[config.mk]
export PLATFORM = sky130hd
export DESIGN_NAME = dmg_bus_responder
export DESIGN_NICKNAME = d
export VERILOG_FILES = /design/src/rtl/dmg_bus_responder_pkg.sv /design/src/rtl/dmg_resp_ram.sv /design/src/rtl/dmg_bus_responder.sv
export SDC_FILE = /design/constraint.sdc
export NUM_CORES = 1
export LEC_CHECK = 0
export ABC_AREA = 0
export CORE_MARGIN = 2
export CORE_UTILIZATION = 45
export CTS_CLUSTER_SIZE = 20
export DETAILED_ROUTE_END_ITERATION = 10
export HOLD_SLACK_MARGIN = 0.12
export PLACE_DENSITY = 0.64
export SLEW_MARGIN = 25
export SYNTH_ARGS = -nofsm -noshare
export SYNTH_HDL_FRONTEND = slang
export SYNTH_HIERARCHICAL = 1
export SYNTH_SLANG_ARGS = --single-unit
export TNS_END_PERCENT = 20
[constraint.sdc]
create_clock -name CLK -period 4 [get_ports CLK]
set_clock_uncertainty 0.15 [all_clocks]
set_input_delay 0.6 -clock CLK [delete_from_list [all_inputs] [get_ports CLK]]
set_output_delay 0.6 -clock CLK [all_outputs]
set_load 0.1 [all_outputs]
[src/rtl/dmg_bus_responder_pkg.sv]
// Shared types and constants for the DMG bus responder.
// Holds the responder FSM encoding and the precharged open-bus value.
package dmg_bus_responder_pkg;

    localparam int DATA_W = 8;

    // An undriven data bus reads back as all ones.
    localparam logic [DATA_W-1:0] OPEN_BUS_DEFAULT = 8'hFF;

    typedef enum logic [1:0] {
        RESP_IDLE = 2'd0,
        RESP_WAIT = 2'd1,
        RESP_RESP = 2'd2
    } resp_state_e;

endpackage

[src/rtl/dmg_resp_ram.sv]
// Byte array backing the responder window: synchronous write, registered read.
// The storage has no reset, so contents survive a responder reset.
module dmg_resp_ram
    import dmg_bus_responder_pkg::*;
#(
    parameter int DEPTH = 127,
    parameter int IDX_W = 7
) (
    input  logic              clk,
    input  logic              we,
    input  logic              re,
    input  logic [IDX_W-1:0]  addr,
    input  logic [DATA_W-1:0] wdata,
    output logic [DATA_W-1:0] rdata
);

    logic [DATA_W-1:0] mem [DEPTH];
    logic [DATA_W-1:0] rdata_reg;

    always_ff @(posedge clk) begin
        if (we) begin
            mem[addr] <= wdata;
        end
        if (re) begin
            rdata_reg <= mem[addr];
        end
    end

    assign rdata = rdata_reg;

endmodule

[src/rtl/dmg_bus_responder.sv]
// Address-bus responder: serves a window of addresses from a byte array,
// answers open-bus elsewhere, and completes each access after a wait-state count.
module dmg_bus_responder
    import dmg_bus_responder_pkg::*;
#(
    parameter logic [15:0]       ADDR_BASE   = 16'hFF80,
    parameter logic [15:0]       ADDR_LAST   = 16'hFFFE,
    parameter int                WAIT_CYCLES = 2,
    parameter logic [DATA_W-1:0] OPEN_BUS    = OPEN_BUS_DEFAULT
) (
    input  logic              CLK,
    input  logic              nRES,
    input  logic [15:0]       A,
    input  logic              RD,
    input  logic              WR,
    input  logic [DATA_W-1:0] Din,
    output logic [DATA_W-1:0] Dout,
    output logic              READY,
    output logic              HIT,
    output logic              COLL
);

    localparam int DEPTH = int'(ADDR_LAST) - int'(ADDR_BASE) + 1;
    localparam int IDX_W = (DEPTH > 1) ? $clog2(DEPTH) : 1;

    resp_state_e       state_reg;
    resp_state_e       state_next;
    logic [3:0]        cnt_reg;
    logic [15:0]       addr_reg;
    logic [DATA_W-1:0] data_reg;
    logic              write_reg;
    logic              ready_reg;
    logic              hit_reg;
    logic              from_ram_reg;
    logic              coll_reg;

    logic              req;
    logic              accept;
    logic              complete;
    logic              in_window;
    logic              ram_we;
    logic              ram_re;
    logic              coll_event;
    logic [IDX_W-1:0]  ram_idx;
    logic [DATA_W-1:0] ram_rdata;

    assign req = RD | WR;

    always_ff @(posedge CLK) begin
        if (!nRES) begin
            state_reg <= RESP_IDLE;
        end else begin
            state_reg <= state_next;
        end
    end

    always_comb begin
        state_next = state_reg;
        unique case (state_reg)
            RESP_IDLE, RESP_RESP: begin
                if (accept) begin
                    state_next = (WAIT_CYCLES > 0) ? RESP_WAIT : RESP_RESP;
                end else begin
                    state_next = RESP_IDLE;
                end
            end
            RESP_WAIT: begin
                if (cnt_reg <= 4'd1) begin
                    state_next = RESP_RESP;
                end
            end
            default: state_next = RESP_IDLE;
        endcase
    end

    // RESP is the array-access cycle; the registered outputs present its
    // result (READY, HIT, Dout) in the following cycle.
    always_comb begin
        accept     = 1'b0;
        complete   = 1'b0;
        coll_event = 1'b0;
        in_window  = (addr_reg >= ADDR_BASE) && (addr_reg <= ADDR_LAST);
        ram_idx    = IDX_W'(addr_reg - ADDR_BASE);
        unique case (state_reg)
            RESP_IDLE: begin
                accept     = req;
                coll_event = RD & WR;
            end
            RESP_WAIT: begin
                coll_event = req;
            end
            RESP_RESP: begin
                accept     = req;
                complete   = 1'b1;
                coll_event = RD & WR;
            end
            default: ;
        endcase
        ram_we = nRES && complete && write_reg && in_window;
        ram_re = nRES && complete && !write_reg && in_window;
    end

    always_ff @(posedge CLK) begin
        if (!nRES) begin
            cnt_reg      <= 4'd0;
            addr_reg     <= 16'd0;
            data_reg     <= '0;
            write_reg    <= 1'b0;
            ready_reg    <= 1'b0;
            hit_reg      <= 1'b0;
            from_ram_reg <= 1'b0;
            coll_reg     <= 1'b0;
        end else begin
            ready_reg <= complete;
            hit_reg   <= complete && in_window;
            if (complete && !write_reg) begin
                from_ram_reg <= in_window;
            end
            if (accept) begin
                addr_reg  <= A;
                data_reg  <= Din;
                write_reg <= WR;
                cnt_reg   <= 4'(WAIT_CYCLES);
            end else if (state_reg == RESP_WAIT) begin
                cnt_reg <= cnt_reg - 4'd1;
            end
            if (coll_event) begin
                coll_reg <= 1'b1;
            end
        end
    end

    dmg_resp_ram #(
        .DEPTH (DEPTH),
        .IDX_W (IDX_W)
    ) u_ram (
        .clk   (CLK),
        .we    (ram_we),
        .re    (ram_re),
        .addr  (ram_idx),
        .wdata (data_reg),
        .rdata (ram_rdata)
    );

    // The RAM read register holds the last in-window read; an out-of-window
    // read or reset switches the output back to the open-bus value.
    assign Dout  = from_ram_reg ? ram_rdata : OPEN_BUS;
    assign READY = ready_reg;
    assign HIT   = hit_reg;
    assign COLL  = coll_reg;

endmodule
---- Word-level counts from Yosys, hierarchy flattened ----
Memory sizes are Yosys's and may differ from the RTL's. A register that Yosys moved wholly into a read port is not among the register bits.
Index checks and enable logic that the tools add are counted.
operators by class
  add/subtract/negate cells ............... 2
  multiply operators ...................... 0
  div/mod/pow operators ................... 0
  magnitude comparators ................... 3
  equality and inequality tests ........... 3
  shift operators ......................... 0
  muxes and demuxes ....................... 11
  bitwise operators ....................... 3
  reduce and logical (&&, ||, !) cells .... 13
operators with widths
  kind                                                 number
  >= comparator 16 bit, second input constant          1
  <= comparator 16 bit, second input constant          1
  logical AND 1 bit                                    8
  two-way mux 8 bit                                    1
  subtractor 7 x 1 -> 7 bit, second input constant     1
  two-way mux 2 bit                                    3
  two-way mux 1 bit                                    5
  <= comparator 4 x 1 -> 1 bit, second input constant  1
  one-hot mux 2 bit (2 select lines)                   1
  OR reduction 2 bit                                   2
  subtractor 4 x 1 -> 4 bit, second input constant     1
  equality test 2 x 1 -> 1 bit, second input constant  1
  equality test 2 bit, second input constant           1
  logical NOT 2 bit                                    1
  inequality test 2 bit, second input constant         1
  one-hot mux 1 bit (2 select lines)                   1
  nonzero test 2 bit                                   1
  AND 1 bit                                            1
  logical NOT 1 bit                                    1
  NOT 1 bit                                            1
  OR 1 bit                                             1
word-level totals
  bits in registers ....................... 35
  latch bits .............................. 0
  bits in writable memories ............... 1016
  bits in read-only memories .............. 0
  bits of input ports ..................... 28
  output and inout bits ................... 11
  logic and storage cells ................. 46
  memories ................................ 1
memories
  memory     words  bits a word  rd ports  clocked after memory_dff  wr ports  RTL line            source
  u_ram.mem  127    8            1         1                         1         dmg_resp_ram.sv:17  logic [DATA_W-1:0] mem [DEPTH];

---- Logic depth before layout (Yosys ltp) ----
  depth in word-level cells ............... 7
  depth in mapped cells ................... 12
  gate-level depth less buffers ........... 7

---- Modules after synthesis ----
The synthesis kept the hierarchy.
modules (own cells, without submodules)
  module             instances  cells an instance  area each (µm²)  sequential area each (µm²)
  dmg_resp_ram       1          2375               39801.9          30749.5
  dmg_bus_responder  1          122                1368.8           700.7

---- Worst setup path after synthesis ----
Ideal clock, no wire load.
  path type ............................... input-to-reg
  start ................................... input nRES
  end ..................................... memory u_ram.mem[99][0] (enable)
  library setup time ...................... 370 ps
  arrival time ............................ 2506 ps
  data required time ...................... 3480 ps
  slack ................................... 974 ps
  stages .................................. 8
  buffers on the path ..................... 2
  path through ............................ buf_2 -> and3b_2 -> nand4b_4 -> nor3b_1 -> nor2b_1 -> nand2_1 -> clkbuf_1 -> nor2_1
between the ends
  cells in the longest elaborated chain, start to end .. 5
ends and longest elaborated chain
  what                                     RTL line                 source
  from (decl)                              dmg_bus_responder.sv:12  input logic nRES,
  logical AND 1 bit (3 in series)          dmg_bus_responder.sv:99  ram_we = nRES && complete && write_reg && in_window;
  named net ram_we                         dmg_bus_responder.sv:41  logic ram_we;
  two-way mux 1 bit                        dmg_resp_ram.sv:21       if (we) begin
  two-way mux 1 bit (implied by the code)  dmg_resp_ram.sv:22       mem[addr] <= wdata;
  to (decl)                                dmg_resp_ram.sv:17
The timed path passes the listed nets, and every way through them passes these cells.

---- Worst setup path after layout ----
  start ................................... register addr_reg[2]
  end ..................................... register u_ram.rdata_reg[3] (netlist: u_ram/rdata[3]), read port of u_ram.mem, data pin
between the ends
  cells in the longest elaborated chain, start to end .. 3
  elaborated cells on any way between the ends .. 5
  those cells by class .................... 1 x add/sub; 2 x order compare; 2 x reduce/logical
ends and longest elaborated chain
  what                                                          RTL line                  source
  from (decl)                                                   dmg_bus_responder.sv:29   logic [15:0] addr_reg;
  from (signal assigned)                                        dmg_bus_responder.sv:106  addr_reg <= 16'd0;
  from (signal assigned)                                        dmg_bus_responder.sv:120  addr_reg <= A;
  >= comparator 16 bit or <= comparator 16 bit (tied branches)  dmg_bus_responder.sv:82   in_window = (addr_reg >= ADDR_BASE) && (addr_reg <= ADDR_LAST);
  logical AND 1 bit                                             dmg_bus_responder.sv:82
  logical AND 1 bit                                             dmg_bus_responder.sv:100  ram_re = nRES && complete && !write_reg && in_window;
  to (decl)                                                     dmg_resp_ram.sv:18        logic [DATA_W-1:0] rdata_reg;
Parallel ways exist; a longest one is shown, timed or not.
A chain may end at the register's enable or synchronous reset.

==> results.toml <==
[cells_and_area]
nFillCells = 7148
num-nets-final = 2751
largest_register_ffs = 1016
post_route_cells_drive_above_1_share = 0.179
layout.cells.non_filler = 3985
area_delta_synth_final_pct = 16.3

[detailed_routing]
detail_route.wirelength_um = 127000
routed_via_density = 6.59
drt_iter0_markers = 4244
antenna_left = 0
wl_per_cell_um = 31.9
detailedRoute.firstPassIterationCount = 5
remaining_drcs = 0
overall_via_count_from_detail_route = 26200

[floorplanning]
number_of_standard_cell_rows_in_the_floorplan = 110
die_height_um = 306
ioPinCount = 39
core-area_mm2 = 0.0903
fp.dieArea_mm2 = 0.0939
floorplan.die.width_um = 306
initial_utilization = 0.456

[logic_synthesis]
async_flop_share = 0
syn_avg_cell_area_um2 = 16.5
synth.area.top_cells = "edfxtp_1 (75%), a221oi_1 (4.0%), mux2i_1 (2.8%)"
yosys-top-cells-count = "edfxtp_1 (1,024), nor2_1 (201), a221oi_1 (186)"
synth.lib_cells_used.distinct = 77
synth.largest_area_cell = "edfxtp_1"
synth_edf_count = 1024
seq_area_frac_synth = 0.764
gate_count_of_the_mapped_netlist = 2497
number_of_storage_elements_in_the_synthesis_netlist = 1059
yosysMostFrequentCell = "edfxtp_1"
synth-main-ff-cell = "edfxtp_1"
synth.top_cell.area_share = 0.747
ys_warn_count = 6
synth_fp_nets = 2527
post_synth_instance_area_mm2 = 0.0412

[global_route]
via_count_of_the_first_global_routing_pass = 25400
grt-ovfl-total = 0
globalRouteMet2Util = 0.402
grtUsageMet1 = 0.378
grt.total_usage = 0.269
antenna_found_initial = 2
wire_length_of_the_first_global_routing_pass_um = 183000
grt_most_used_layer = "met2"
largest_net_degree_at_the_start_of_global_routing = 129
met3_usage = 0.0719

[sta]
hold_viol = 0
highest_clock_rate_mhz = 259
finalWorstPathRequiredPeriod_ns = 3.87
setup_violations = 0
timing.setup.tns_ns = 0
setup_repair_after_global_routing_missed_its_margin = "false"
timing_max_transition_violations_final = 0
slew_headroom = 0.258
tightestPinTransition_ns = 1.11
timing.final.crit_share = 0.967

[setup_path]
critical_path.max_fanout = 41
critPathMaxStageDelay_ns = 0.80
timing.critical_path.required_ns = 4.25
timing.critical_path.to_type = "flop"
top_family_by_delay_on_critical_path = "compound AO/OA/AOI/OAI gates"
path_cells = "nor2_4 > buf_12 > a221oi_1 > nor2_1 > a221oi_1 > o211ai_1 > a21oi_1 > nand4_1"
cp_max_stage_cell = "dfxtp_4"
ff2ff_path_depth = 8
arrival_ns = 4.11
critical_path.reg2reg.startpoint = "addr_reg[2]"
cpMostUsedCell = "a221oi_1"
timing.critical_path.from_type = "flop"
setup_slack_of_the_most_critical_reg_to_reg_path_ns = 0.13
crit_type = "flop to flop"
buf_inv_on_cp = 1
worstReg2RegEnd = "u_ram/rdata[3]"

[cts]
cts-buffers-inserted = 103
clkTransAtPathRegs_ns = 0.06
cts.sinks = 1059
cts_htree_levels = 3
max-clock-path-buffers = 3
clkLatencyLatePin_ns = 0.67
clock_tree_from_tritoncts = "built"
clock_tree.root_cell = "clkbuf_16"
postCtsHoldBufs = 0
cts_post_setup_buffers_inserted = 0
post_cts_resized = 0

[worst_hold_path]
hold_path.class = "flop to flop"
whs_endpoint = "cnt_reg[3]"
worst_hold_startpoint = "cnt_reg[3]"
holdPathStages = 2

[place]
dp.cells = 3790
place.detailed.hpwl_um = 80300
gp_congestion = 0.938
buffer_ports.inserted = 38

[run_status]
run_status = "finished clean"

[power_and_ir_drop]
total_leakage_power_uw = 0.0154
ir_drop_uv = 385
cellPowerDensity_mw_per_mm2 = 522

[job]
max_cap_violations = 0
placed cells by master, fill, tap and decap left out, types with 23 or more instances in the layout:
cell,netlist,routed
nand2_1,80,80
a22oi_1,73,73
a221oi_1,186,186
dfxtp_1,35,24
mux2i_1,114,114
o22ai_1,58,58
a22o_1,63,63
edfxtp_1,1024,1024
buf_4,10,250
clkdlybuf4s50_1,0,36
o21ai_0,72,72
clkinv_2,0,23
nor2_1,201,200
clkbuf_16,0,104
clkbuf_1,65,23
a21oi_1,120,120
nor3_1,24,24
worst max path at each step:
stage / to / from / depth (start not counted) / slack (ns)
3_3_place_gp: u_ram/rdata[7] / addr_reg[0] / 8 / 0.16
2_1_floorplan: u_ram/mem[99][0] / nRES / 8 / 0.97
4_1_cts: u_ram/rdata[2] / addr_reg[2] / 8 / 0.28
5_1_grt: u_ram/rdata[3] / addr_reg[2] / 8 / 0.18
3_5_place_dp: u_ram/mem[78][0] / nRES / 8 / 0.20
6_report: u_ram/rdata[3] / addr_reg[2] / 8 / 0.13
per-layer routing:
| layer | wire (um) | up-vias |
|---|---|---|
| met3 | 16100 | 346 |
| met5 | 27 | - |
| met1 | 49000 | 13300 |
| met4 | 5460 | 4 |
| li1 | - | 10600 |
| met2 | 56500 | 1931 |
where the power goes:
part	leakage (uW)	switching [uW]	internal, uW
logic	0.00409	1750	831
registers	0.00964	235	12400
clock network	0.00167	4140	5700
total	0.0154	6130	18900
cell families (layout without fill, tap and decap cells):
group | count (synthesis) | count (layout) | synth area share
buffers and inverters | 197 | 508 | 0.0244
adders and majority gates | 2 | 2 | 0.000608
other | 0 | 1 | 0
xor gates and xnor gates | 2 | 2 | 0.000426
and+or+nand+nor | 394 | 394 | 0.0430
muxes | 153 | 153 | 0.0441
AOI/OAI and AO/OA | 690 | 690 | 0.124
DFF | 1059 | 1059 | 0.764
per-stage QoR:
| stage | setup WS [ns] | cell area [um^2] | util | hold slack, ns | total power, uW |
|---|---|---|---|---|---|
| after CTS | 0.285 | 47800 | 0.530 | 0.336 | 25000 |
| after detailed placement | 0.201 | 44400 | 0.492 | 0.317 | 15300 |
| after floorplan | 0.974 | 41200 | - | 0.290 | 14100 |
| after global placement | 0.159 | 44400 | 0.492 | 0.304 | 15300 |
| after global routing | 0.182 | 47900 | 0.530 | 0.354 | 25600 |
| final | 0.133 | 47900 | 0.530 | 0.333 | 25000 |
tightest hold or removal path, cell delays in order, from the launching register on:
cell and delay, ns:
dfxtp_1 0.32, o41ai_1 0.06, a21oi_1 0.05
cell type report:
class                      count  area, um^2  share of cell area
antenna                        1        2.50           0.0000523
tap                         1176        1470              0.0307
inverter                       9        33.8            0.000706
clock inverter                65         734              0.0153
multi-input combinational   1241        8790               0.184
clock buffer                 127        2690              0.0562
timing repair buffer         307        2670              0.0557
sequential                  1059       31500               0.658
Note: power is estimated with default switching activity, not from simulation.
